$ cat config.mk
export PLATFORM = sky130hd
export DESIGN_NAME = uart_program_loader
export DESIGN_NICKNAME = d
export VERILOG_FILES = /design/src/rtl/loader_pkg.sv /design/src/rtl/uart_rx_8n1.sv /design/src/rtl/uart_program_loader.sv
export SDC_FILE = /design/constraint.sdc
export NUM_CORES = 1
export LEC_CHECK = 0
export ABC_AREA = 1
export CORE_AREA = 2 2 115 128
export CTS_CLUSTER_SIZE = 8
export DETAILED_ROUTE_END_ITERATION = 12
export DIE_AREA = 0 0 117 130
export GPL_ROUTABILITY_DRIVEN = 0
export PLACE_DENSITY_LB_ADDON = 0.2
export SYNTH_ARGS = -nofsm -noshare
export SYNTH_HDL_FRONTEND = slang
export SYNTH_HIERARCHICAL = 1
export SYNTH_SLANG_ARGS = --single-unit
export TNS_END_PERCENT = 100
$ cat constraint.sdc
create_clock -name clk -period 2 [get_ports clk]
set_input_delay 0.2 -clock clk [delete_from_list [all_inputs] [get_ports clk]]
set_output_delay 0.2 -clock clk [all_outputs]
set_load 0.03 [all_outputs]
$ cat src/rtl/loader_pkg.sv
// Shared definitions for the serial program loader.
//   ACK_BYTE / NAK_BYTE   : reply bytes sent on usb_tx after each frame
//   DEFAULT_SYNC_BYTE     : default frame start byte
//   loader_state_t        : loader FSM encoding (WAIT_SYNC / LOAD / REPLY)
//   rx_state_t, tx_state_t: UART receiver / transmitter FSM encodings
package loader_pkg;

   localparam logic [7:0] ACK_BYTE          = 8'h06;
   localparam logic [7:0] NAK_BYTE          = 8'h15;
   localparam logic [7:0] DEFAULT_SYNC_BYTE = 8'hA5;

   typedef enum logic [1:0] {WAIT_SYNC, LOAD, REPLY} loader_state_t;
   typedef enum logic [1:0] {RX_IDLE, RX_START, RX_DATA, RX_STOP} rx_state_t;
   typedef enum logic [1:0] {TX_IDLE, TX_START, TX_DATA, TX_STOP} tx_state_t;

endpackage

$ cat src/rtl/uart_rx_8n1.sv
// 8N1 UART receiver with a two-flop input synchroniser.
//   clk, rst_n : system clock, asynchronous active-low reset
//   rx         : serial line, idle high, asynchronous to clk
//   rx_data    : received byte, valid while rx_valid is high
//   rx_valid   : one-clk pulse for a byte whose stop bit was high
//   rx_ferr    : one-clk pulse for a byte whose stop bit was low (byte dropped)
module uart_rx_8n1
   import loader_pkg::*;
#(
   parameter int CLKS_PER_BIT = 100
) (
   input  logic       clk,
   input  logic       rst_n,
   input  logic       rx,
   output logic [7:0] rx_data,
   output logic       rx_valid,
   output logic       rx_ferr
);

   localparam int TW = $clog2(CLKS_PER_BIT);
   localparam logic [TW-1:0] BIT_LAST  = TW'(CLKS_PER_BIT - 1);
   localparam logic [TW-1:0] HALF_LAST = TW'(CLKS_PER_BIT / 2 - 1);

   logic          rx_meta;
   logic          rx_sync;
   logic          rx_prev;
   rx_state_t     state;
   logic [TW-1:0] timer;
   logic [2:0]    bit_idx;
   logic [7:0]    shreg;

   // Two-flop synchroniser plus one delayed copy for falling-edge detection.
   // All reset high so that reset never looks like a start bit.
   always_ff @(posedge clk or negedge rst_n) begin
      if (!rst_n) begin
         rx_meta <= 1'b1;
         rx_sync <= 1'b1;
         rx_prev <= 1'b1;
      end else begin
         rx_meta <= rx;
         rx_sync <= rx_meta;
         rx_prev <= rx_sync;
      end
   end

   // Receiver FSM. The start bit is re-checked half a bit after the edge so
   // short low glitches are rejected; every later sample lands on a bit centre.
   // Leaving RX_STOP right at the stop-bit sample rearms for the next edge.
   always_ff @(posedge clk or negedge rst_n) begin
      if (!rst_n) begin
         state    <= RX_IDLE;
         timer    <= '0;
         bit_idx  <= '0;
         shreg    <= '0;
         rx_data  <= '0;
         rx_valid <= 1'b0;
         rx_ferr  <= 1'b0;
      end else begin
         rx_valid <= 1'b0;
         rx_ferr  <= 1'b0;
         case (state)
            RX_IDLE: begin
               timer <= '0;
               if (!rx_sync && rx_prev) state <= RX_START;
            end
            RX_START: begin
               if (timer == HALF_LAST) begin
                  timer   <= '0;
                  bit_idx <= '0;
                  state   <= rx_sync ? RX_IDLE : RX_DATA;
               end else begin
                  timer <= timer + TW'(1);
               end
            end
            RX_DATA: begin
               if (timer == BIT_LAST) begin
                  timer   <= '0;
                  shreg   <= {rx_sync, shreg[7:1]};
                  bit_idx <= bit_idx + 3'd1;
                  if (bit_idx == 3'd7) state <= RX_STOP;
               end else begin
                  timer <= timer + TW'(1);
               end
            end
            RX_STOP: begin
               if (timer == BIT_LAST) begin
                  timer <= '0;
                  state <= RX_IDLE;
                  if (rx_sync) begin
                     rx_valid <= 1'b1;
                     rx_data  <= shreg;
                  end else begin
                     rx_ferr <= 1'b1;
                  end
               end else begin
                  timer <= timer + TW'(1);
               end
            end
            default: state <= RX_IDLE;
         endcase
      end
   end

endmodule

$ cat src/rtl/uart_program_loader.sv
// Serial program loader: receives SYNC + RAM_DEPTH bytes over UART, writes
// them to the RAM write port and answers ACK or NAK, holding the CPU in reset
// for the duration of the frame.
//   clk, rst_n : system clock, asynchronous active-low reset
//   usb_rx     : UART receive line (idle high)
//   usb_tx     : UART transmit line (idle high), carries ACK/NAK
//   prog_addr  : RAM write address, prog_data : RAM write data
//   prog_we    : one-clk RAM write strobe
//   cpu_hold   : high while a frame is in progress
//   load_done  : sticky, last frame completed; cleared by next SYNC
//   frame_err  : one-clk pulse on stop-bit error or inter-byte timeout
module uart_program_loader
   import loader_pkg::*;
#(
   parameter int          CLK_HZ         = 100_000_000,
   parameter int          BAUD           = 1_000_000,
   parameter int          RAM_DEPTH      = 16,
   parameter int          ADDR_W         = 4,
   parameter logic [7:0]  SYNC_BYTE      = DEFAULT_SYNC_BYTE,
   parameter int          TIMEOUT_CYCLES = 10_000_000
) (
   input  logic              clk,
   input  logic              rst_n,
   input  logic              usb_rx,
   output logic              usb_tx,
   output logic [ADDR_W-1:0] prog_addr,
   output logic [7:0]        prog_data,
   output logic              prog_we,
   output logic              cpu_hold,
   output logic              load_done,
   output logic              frame_err
);

   localparam int CLKS_PER_BIT = CLK_HZ / BAUD;
   localparam int TW = $clog2(CLKS_PER_BIT);
   localparam int IW = $clog2(TIMEOUT_CYCLES + 1);
   localparam logic [TW-1:0]     BIT_LAST  = TW'(CLKS_PER_BIT - 1);
   localparam logic [IW-1:0]     IDLE_MAX  = IW'(TIMEOUT_CYCLES);
   localparam logic [ADDR_W-1:0] LAST_ADDR = ADDR_W'(RAM_DEPTH - 1);

   logic [7:0]        rx_data;
   logic              rx_valid;
   logic              rx_ferr;

   loader_state_t     state;
   logic [ADDR_W-1:0] addr;
   logic [IW-1:0]     idle_cnt;
   logic              tx_start;
   logic [7:0]        tx_byte;
   logic              tx_done;

   tx_state_t         tx_state;
   logic [TW-1:0]     tx_timer;
   logic [2:0]        tx_bit;
   logic [7:0]        tx_shreg;

   uart_rx_8n1 #(.CLKS_PER_BIT(CLKS_PER_BIT)) u_rx (
      .clk      (clk),
      .rst_n    (rst_n),
      .rx       (usb_rx),
      .rx_data  (rx_data),
      .rx_valid (rx_valid),
      .rx_ferr  (rx_ferr)
   );

   // Loader FSM. Receiver framing errors always surface on frame_err, but
   // only abort a frame while in LOAD. Bytes seen during REPLY are dropped.
   always_ff @(posedge clk or negedge rst_n) begin
      if (!rst_n) begin
         state     <= WAIT_SYNC;
         addr      <= '0;
         idle_cnt  <= '0;
         prog_addr <= '0;
         prog_data <= '0;
         prog_we   <= 1'b0;
         cpu_hold  <= 1'b0;
         load_done <= 1'b0;
         frame_err <= 1'b0;
         tx_start  <= 1'b0;
         tx_byte   <= '0;
      end else begin
         prog_we   <= 1'b0;
         tx_start  <= 1'b0;
         frame_err <= rx_ferr;
         case (state)
            WAIT_SYNC: begin
               if (rx_valid && rx_data == SYNC_BYTE) begin
                  state     <= LOAD;
                  cpu_hold  <= 1'b1;
                  load_done <= 1'b0;
                  addr      <= '0;
                  idle_cnt  <= '0;
               end
            end
            LOAD: begin
               if (rx_valid) begin
                  prog_we   <= 1'b1;
                  prog_addr <= addr;
                  prog_data <= rx_data;
                  idle_cnt  <= '0;
                  if (addr == LAST_ADDR) begin
                     tx_byte   <= ACK_BYTE;
                     tx_start  <= 1'b1;
                     load_done <= 1'b1;
                     state     <= REPLY;
                  end else begin
                     addr <= addr + ADDR_W'(1);
                  end
               end else if (rx_ferr || idle_cnt == IDLE_MAX) begin
                  frame_err <= 1'b1;
                  tx_byte   <= NAK_BYTE;
                  tx_start  <= 1'b1;
                  state     <= REPLY;
               end else begin
                  idle_cnt <= idle_cnt + IW'(1);
               end
            end
            REPLY: begin
               if (tx_done) begin
                  cpu_hold <= 1'b0;
                  state    <= WAIT_SYNC;
               end
            end
            default: state <= WAIT_SYNC;
         endcase
      end
   end

   // Transmitter FSM. usb_tx is registered and changes only at bit
   // boundaries, so every bit is exactly CLKS_PER_BIT clocks wide. tx_done
   // pulses on the edge where the stop bit ends.
   always_ff @(posedge clk or negedge rst_n) begin
      if (!rst_n) begin
         tx_state <= TX_IDLE;
         tx_timer <= '0;
         tx_bit   <= '0;
         tx_shreg <= '0;
         tx_done  <= 1'b0;
         usb_tx   <= 1'b1;
      end else begin
         tx_done <= 1'b0;
         case (tx_state)
            TX_IDLE: begin
               tx_timer <= '0;
               if (tx_start) begin
                  tx_shreg <= tx_byte;
                  usb_tx   <= 1'b0;
                  tx_state <= TX_START;
               end
            end
            TX_START: begin
               if (tx_timer == BIT_LAST) begin
                  tx_timer <= '0;
                  tx_bit   <= '0;
                  usb_tx   <= tx_shreg[0];
                  tx_shreg <= {1'b0, tx_shreg[7:1]};
                  tx_state <= TX_DATA;
               end else begin
                  tx_timer <= tx_timer + TW'(1);
               end
            end
            TX_DATA: begin
               if (tx_timer == BIT_LAST) begin
                  tx_timer <= '0;
                  if (tx_bit == 3'd7) begin
                     usb_tx   <= 1'b1;
                     tx_state <= TX_STOP;
                  end else begin
                     usb_tx   <= tx_shreg[0];
                     tx_shreg <= {1'b0, tx_shreg[7:1]};
                     tx_bit   <= tx_bit + 3'd1;
                  end
               end else begin
                  tx_timer <= tx_timer + TW'(1);
               end
            end
            TX_STOP: begin
               if (tx_timer == BIT_LAST) begin
                  tx_timer <= '0;
                  tx_done  <= 1'b1;
                  tx_state <= TX_IDLE;
               end else begin
                  tx_timer <= tx_timer + TW'(1);
               end
            end
            default: tx_state <= TX_IDLE;
         endcase
      end
   end

endmodule

# After elaboration in Yosys (flattened, before gate mapping)
# Cells that the tools add are included.
# op_classes
add_sub_neg	6
n_mul	0
div_mod_pow	0
n_lt_le_gt_ge	0
eq_ne	36
n_shift	0
n_mux	76
bitwise	0
reduce_logical	30
# ops
op	count
24-bit two-way mux	3
8-bit two-way mux	7
24-bit one-hot mux with 2 select lines	1
2-bit two-way mux	16
1-bit two-way mux	26
24-bit by 1-bit adder with 24-bit output, second input constant	1
24-bit == test, second input constant	1
8-bit one-hot mux with 3 select lines	1
2-bit != test, second input constant	11
7-bit two-way mux	3
7-bit one-hot mux with 3 select lines	1
4-bit AND reduction	5
2-bit one-hot mux with 4 select lines	2
3-bit two-way mux	5
3-bit AND reduction	5
5-bit AND reduction	3
7-bit by 1-bit adder with 7-bit output, second input constant	2
7-bit == test, second input constant	2
7-bit one-hot mux with 2 select lines	1
4-bit two-way mux	3
2-bit by 1-bit != test with 1-bit output, second input constant	6
3-bit one-hot mux with 2 select lines	2
2-bit == test, second input constant	5
2-bit nonzero test	5
21 further kinds	31
# word_totals
reg_bits	110
latchBits	0
ramBits	0
romBits	0
input_bits	3
out_inout_bits	17
wordCells	175
n_memories	0

# Longest topological paths before layout
# logic_depth
depth_word	5
mapped_depth	12
mapped_depth_nobuf	10

# Modules after synthesis
# The synthesis kept the hierarchy.
# modules_own_cells
module	n_inst	cells_per_inst	area_per_inst_um2	seq_area_each_um2
uart_program_loader	1	525	3927.5	1727.9
uart_rx_8n1	1	152	1535.2	829.5

# Worst setup path before layout
# No wires, ideal clock.
# synth_timing
path_type	reg-to-reg
start	reg tx_state[0]
end	reg tx_shreg[0]
setup_ns	0.125
t_arrival_ns	1.607
required_time_ns	1.875
setup_slack_ns	0.268
stages_incl_launch_ff	10
n_path_buf	0
synth_period_minus_slack_ns	1.732
path_cell_list	dfrtp_1 inv_1 ha_1 or2_2 nand2_1 nand3_1 nor2_4 inv_1 nand2_1 nand3_1
# synth_via
elab_chain_cells	3
elab_cells_between_ends	10
cone_classes	6 x eq/ne; 1 x mux; 3 x reduce/logical
# synth_rtl
element	line	rtl
from (decl)	uart_program_loader.sv:52	tx_state_t tx_state;
from (signal assigned)	uart_program_loader.sv:134	tx_state <= TX_IDLE;
from (signal assigned)	uart_program_loader.sv:148	tx_state <= TX_START;
from (signal assigned)	uart_program_loader.sv:157	tx_state <= TX_DATA;
2-bit == test (tied with other cells)	uart_program_loader.sv:142	case (tx_state)
2-bit != test (no line) or 3-bit nonzero test (tied branches)	--	
5-bit AND reduction (no line)	--	
to (signal assigned)	uart_program_loader.sv:146	tx_shreg <= tx_byte;
to (signal assigned)	uart_program_loader.sv:156	tx_shreg <= {1'b0, tx_shreg[7:1]};
to (signal assigned)	uart_program_loader.sv:170	tx_shreg <= {1'b0, tx_shreg[7:1]};
to (decl)	uart_program_loader.sv:55	logic [7:0] tx_shreg;
# Parallel ways exist; a longest one is shown, timed or not.
# A chain may end at the register's enable or synchronous reset.

# Worst setup path after layout
# Same ends and word-level chain as after synthesis.

==> results.cfg <==
[run_status]
status = finished, final reports clean

[synthesis]
avgSynthCellArea_um2 = 8.07
synth-compound-area-share_pct = 9.37
seq_area_frac_synth_pct = 46.8
synth.area.mux_share_pct = 0
synth_xor_area_share_pct = 0.802
syn_area_um2 = 5460
ys_seq_elements = 102
synth_cells = 677
yosys.area_share.simple_pct = 31.7
synth_top_family_by_area = simple AND/OR/NAND/NOR gates
syn_nets = 696
yosys_warnings = 6
synth_fa_ha_area_share_pct = 3.66
ys_types = 40

[clocking]
cts_max_level = 3
root_buffer = clkbuf_16
clkTransAtPathRegs_ns = 0.07
clkSinkCount = 102
cts_max_path_buffers = 2
cts_tree = done
numCtsBuffers = 9
clk_latency_ns = 0.35

[placement]
io_buffers = 19
dpl_cell_area_um2 = 5850
pre_cts_ws_ns = 0.0657
dp_hpwl_mm = 8.40
place_inst = 882

[routing]
vias = 4352
drcViolationCount = 0
avgViaCountPerCell = 4.84
drtAntennaViolNets = 0
dr.first_iter.drc_count = 265
dr.pass1.iters = 6
wirelength_mm = 11.6
detail_route.wl_per_cell_um = 12.9

[cells_and_area]
drive_above_1_share_pct = 14.4
layout.cells.non_filler = 900
fin_area_um2 = 6200
areaGrowthSynthToFinish_pct = 13.4
final_nets = 722
final_common_cell = nand2_1
final_cell_mix = nand2_1 (191), dfrtp_1 (98), nor2_1 (78), inv_1 (69), nand3_1 (46)
num-fill-cells = 1436
antenna_cells = 0
fin_util_pct = 43.9

[grt]
grt.total_usage_pct = 16.6
grt_pass1_wl_mm = 20.0
grt_pass1_vias = 4214
grt_max_degree = 49
antenna_found_initial = 0
grt-ovfl-total = 0

[timing]
hold_violations = 0
fin_skew_ns = 0.0104
finalCritPeriodShare_pct = 90.1
tns_ns = 0
slew_headroom_pct = 66.0
rsz0062_at_grt = no
finalWorstSetupSlack_ns = 0.198
maxSlewViolCount = 0
worst-slew-pin-transition_ns = 0.510
setup_viol_count_final = 0
max_freq_mhz = 555
period_needed_ns = 1.80
holdWs_ns = 0.249

[floorplanning]
die_x_um = 117
coreArea_um2 = 14100
dieArea_um2 = 15200
start_util_pct = 38.7
die_height_um = 130
rows = 46
ios = 20

[worst_setup_path]
worstPathRequired_ns = 2.23
criticalPathCategory = register to register
end_kind = register
cp.arrival_ns = 2.03
path_max_fanout = 6
worstSetupStartpointType = register

[power]
finalPower_mw = 4.22
power_leakage_nw = 2.77
max-vdd-ir-drop_mv = 0.552
power_density_nw_per_um2 = 680

[run]
maxCapViolCount = 0

[hold_path]
hp-class = primary input to register
==> report_power, final <==
part | leakage [nW] | switching (mW) | internal [mW] | total [mW]
clock network | 0.154 | 0.787 | 1.05 | 1.84
registers | 1.41 | 0.0484 | 2.10 | 2.15
logic | 1.21 | 0.164 | 0.0693 | 0.233
total | 2.77 | 0.999 | 3.22 | 4.22
==> worst paths after layout <==
kind | depth (start not counted) | end | slack [ns] | start
min in group asynchronous | 2 | idle_cnt[7] | 0.36 | rst_n
max in group asynchronous | 3 | u_rx/rx_prev | 0.97 | rst_n
min reg2reg | 0 | u_rx/rx_sync | 0.36 | u_rx/rx_meta
max reg2reg | 9 | tx_shreg[0] | 0.20 | tx_state[0]
min | 1 | u_rx/rx_meta | 0.25 | usb_rx
max | 9 | tx_shreg[0] | 0.20 | tx_state[0]
==> sequential cells by signal, summed over array words and instances (netlist names), 3 cells and up, named ones only <==
signal / cells
tx_byte: 3
prog_data: 8
tx_bit: 3
u_rx/timer: 7
addr: 4
u_rx/rx_data: 8
u_rx/bit_idx: 3
tx_timer: 7
u_rx/shreg: 8
idle_cnt: 24
tx_shreg: 5
prog_addr: 4
==> worst max-delay path, cell delays in order, from the launching register on <==
cell and delay, ns:
dfrtp_1 0.40, inv_1 0.10, ha_2 0.23, or2_2 0.33
nand2_2 0.11, nand3_2 0.11, nor2_4 0.15, inv_1 0.11
nand2_1 0.07, nand3_1 0.07
==> cell families after synthesis <==
| logic type | after synthesis |
|---|---|
| AOI/OAI and AO/OA | 76 |
| xor gates and xnor gates | 5 |
| adders and majority gates | 16 |
| buffers and inverters | 91 |
| DFF | 102 |
| and+or+nand+nor | 387 |
==> repair_timing <==
item	in CTS	in global routing
hold buffers	1	0
gates resized for setup	0	3
hold endpoints to repair	34	0
buffers inserted	0	1
endpoints found under the setup margin	0	5
==> cell usage after synthesis, drive strengths merged <==
| master | number | area (µm²) |
|---|---|---|
| a21oi | 8 | 43.8 |
| o21bai | 6 | 45.0 |
| nand3 | 51 | 283 |
| o31ai | 1 | 7.51 |
| o211ai | 3 | 22.5 |
| nor3b | 2 | 15.0 |
| inv | 75 | 282 |
| clkinv | 1 | 3.75 |
| nand4 | 19 | 119 |
| and2 | 1 | 6.26 |
| o21ai | 57 | 383 |
| nand2 | 210 | 838 |
| dfrtp | 98 | 2450 |
| nand3b | 3 | 22.5 |
| nor2 | 86 | 358 |
| and3 | 1 | 6.26 |
| ha | 16 | 200 |
| clkbuf | 2 | 7.51 |
| o211a | 1 | 10.0 |
| xnor2 | 2 | 17.5 |
| xor2 | 3 | 26.3 |
| nor3 | 9 | 55.1 |
| or2 | 3 | 18.8 |
| nor4 | 2 | 12.5 |
| dfstp | 4 | 105 |
| buf | 13 | 123 |
==> area by class of cell <==
type,instances,area [µm²],share of cell area [%]
clock inverters,5,62.6,1.01
well taps,192,240,3.88
inverters,76,285,4.60
clock buffers,11,253,4.08
repair buffers,30,298,4.81
flip-flops and latches,102,2560,41.3
multi-input cells,484,2500,40.3
==> routing by layer <==
metal / vias up / GRT usage (%) / part of all wire, %
met3: 24 / 4.69 / 3.9
met1: 2036 / 20.6 / 45
li1: 2222 / - / -
met2: 70 / 27.7 / 49
met5: - / 0 / 0
met4: 0 / 6.23 / 2.1
No activity file was read; power rests on OpenSTA's default activity.
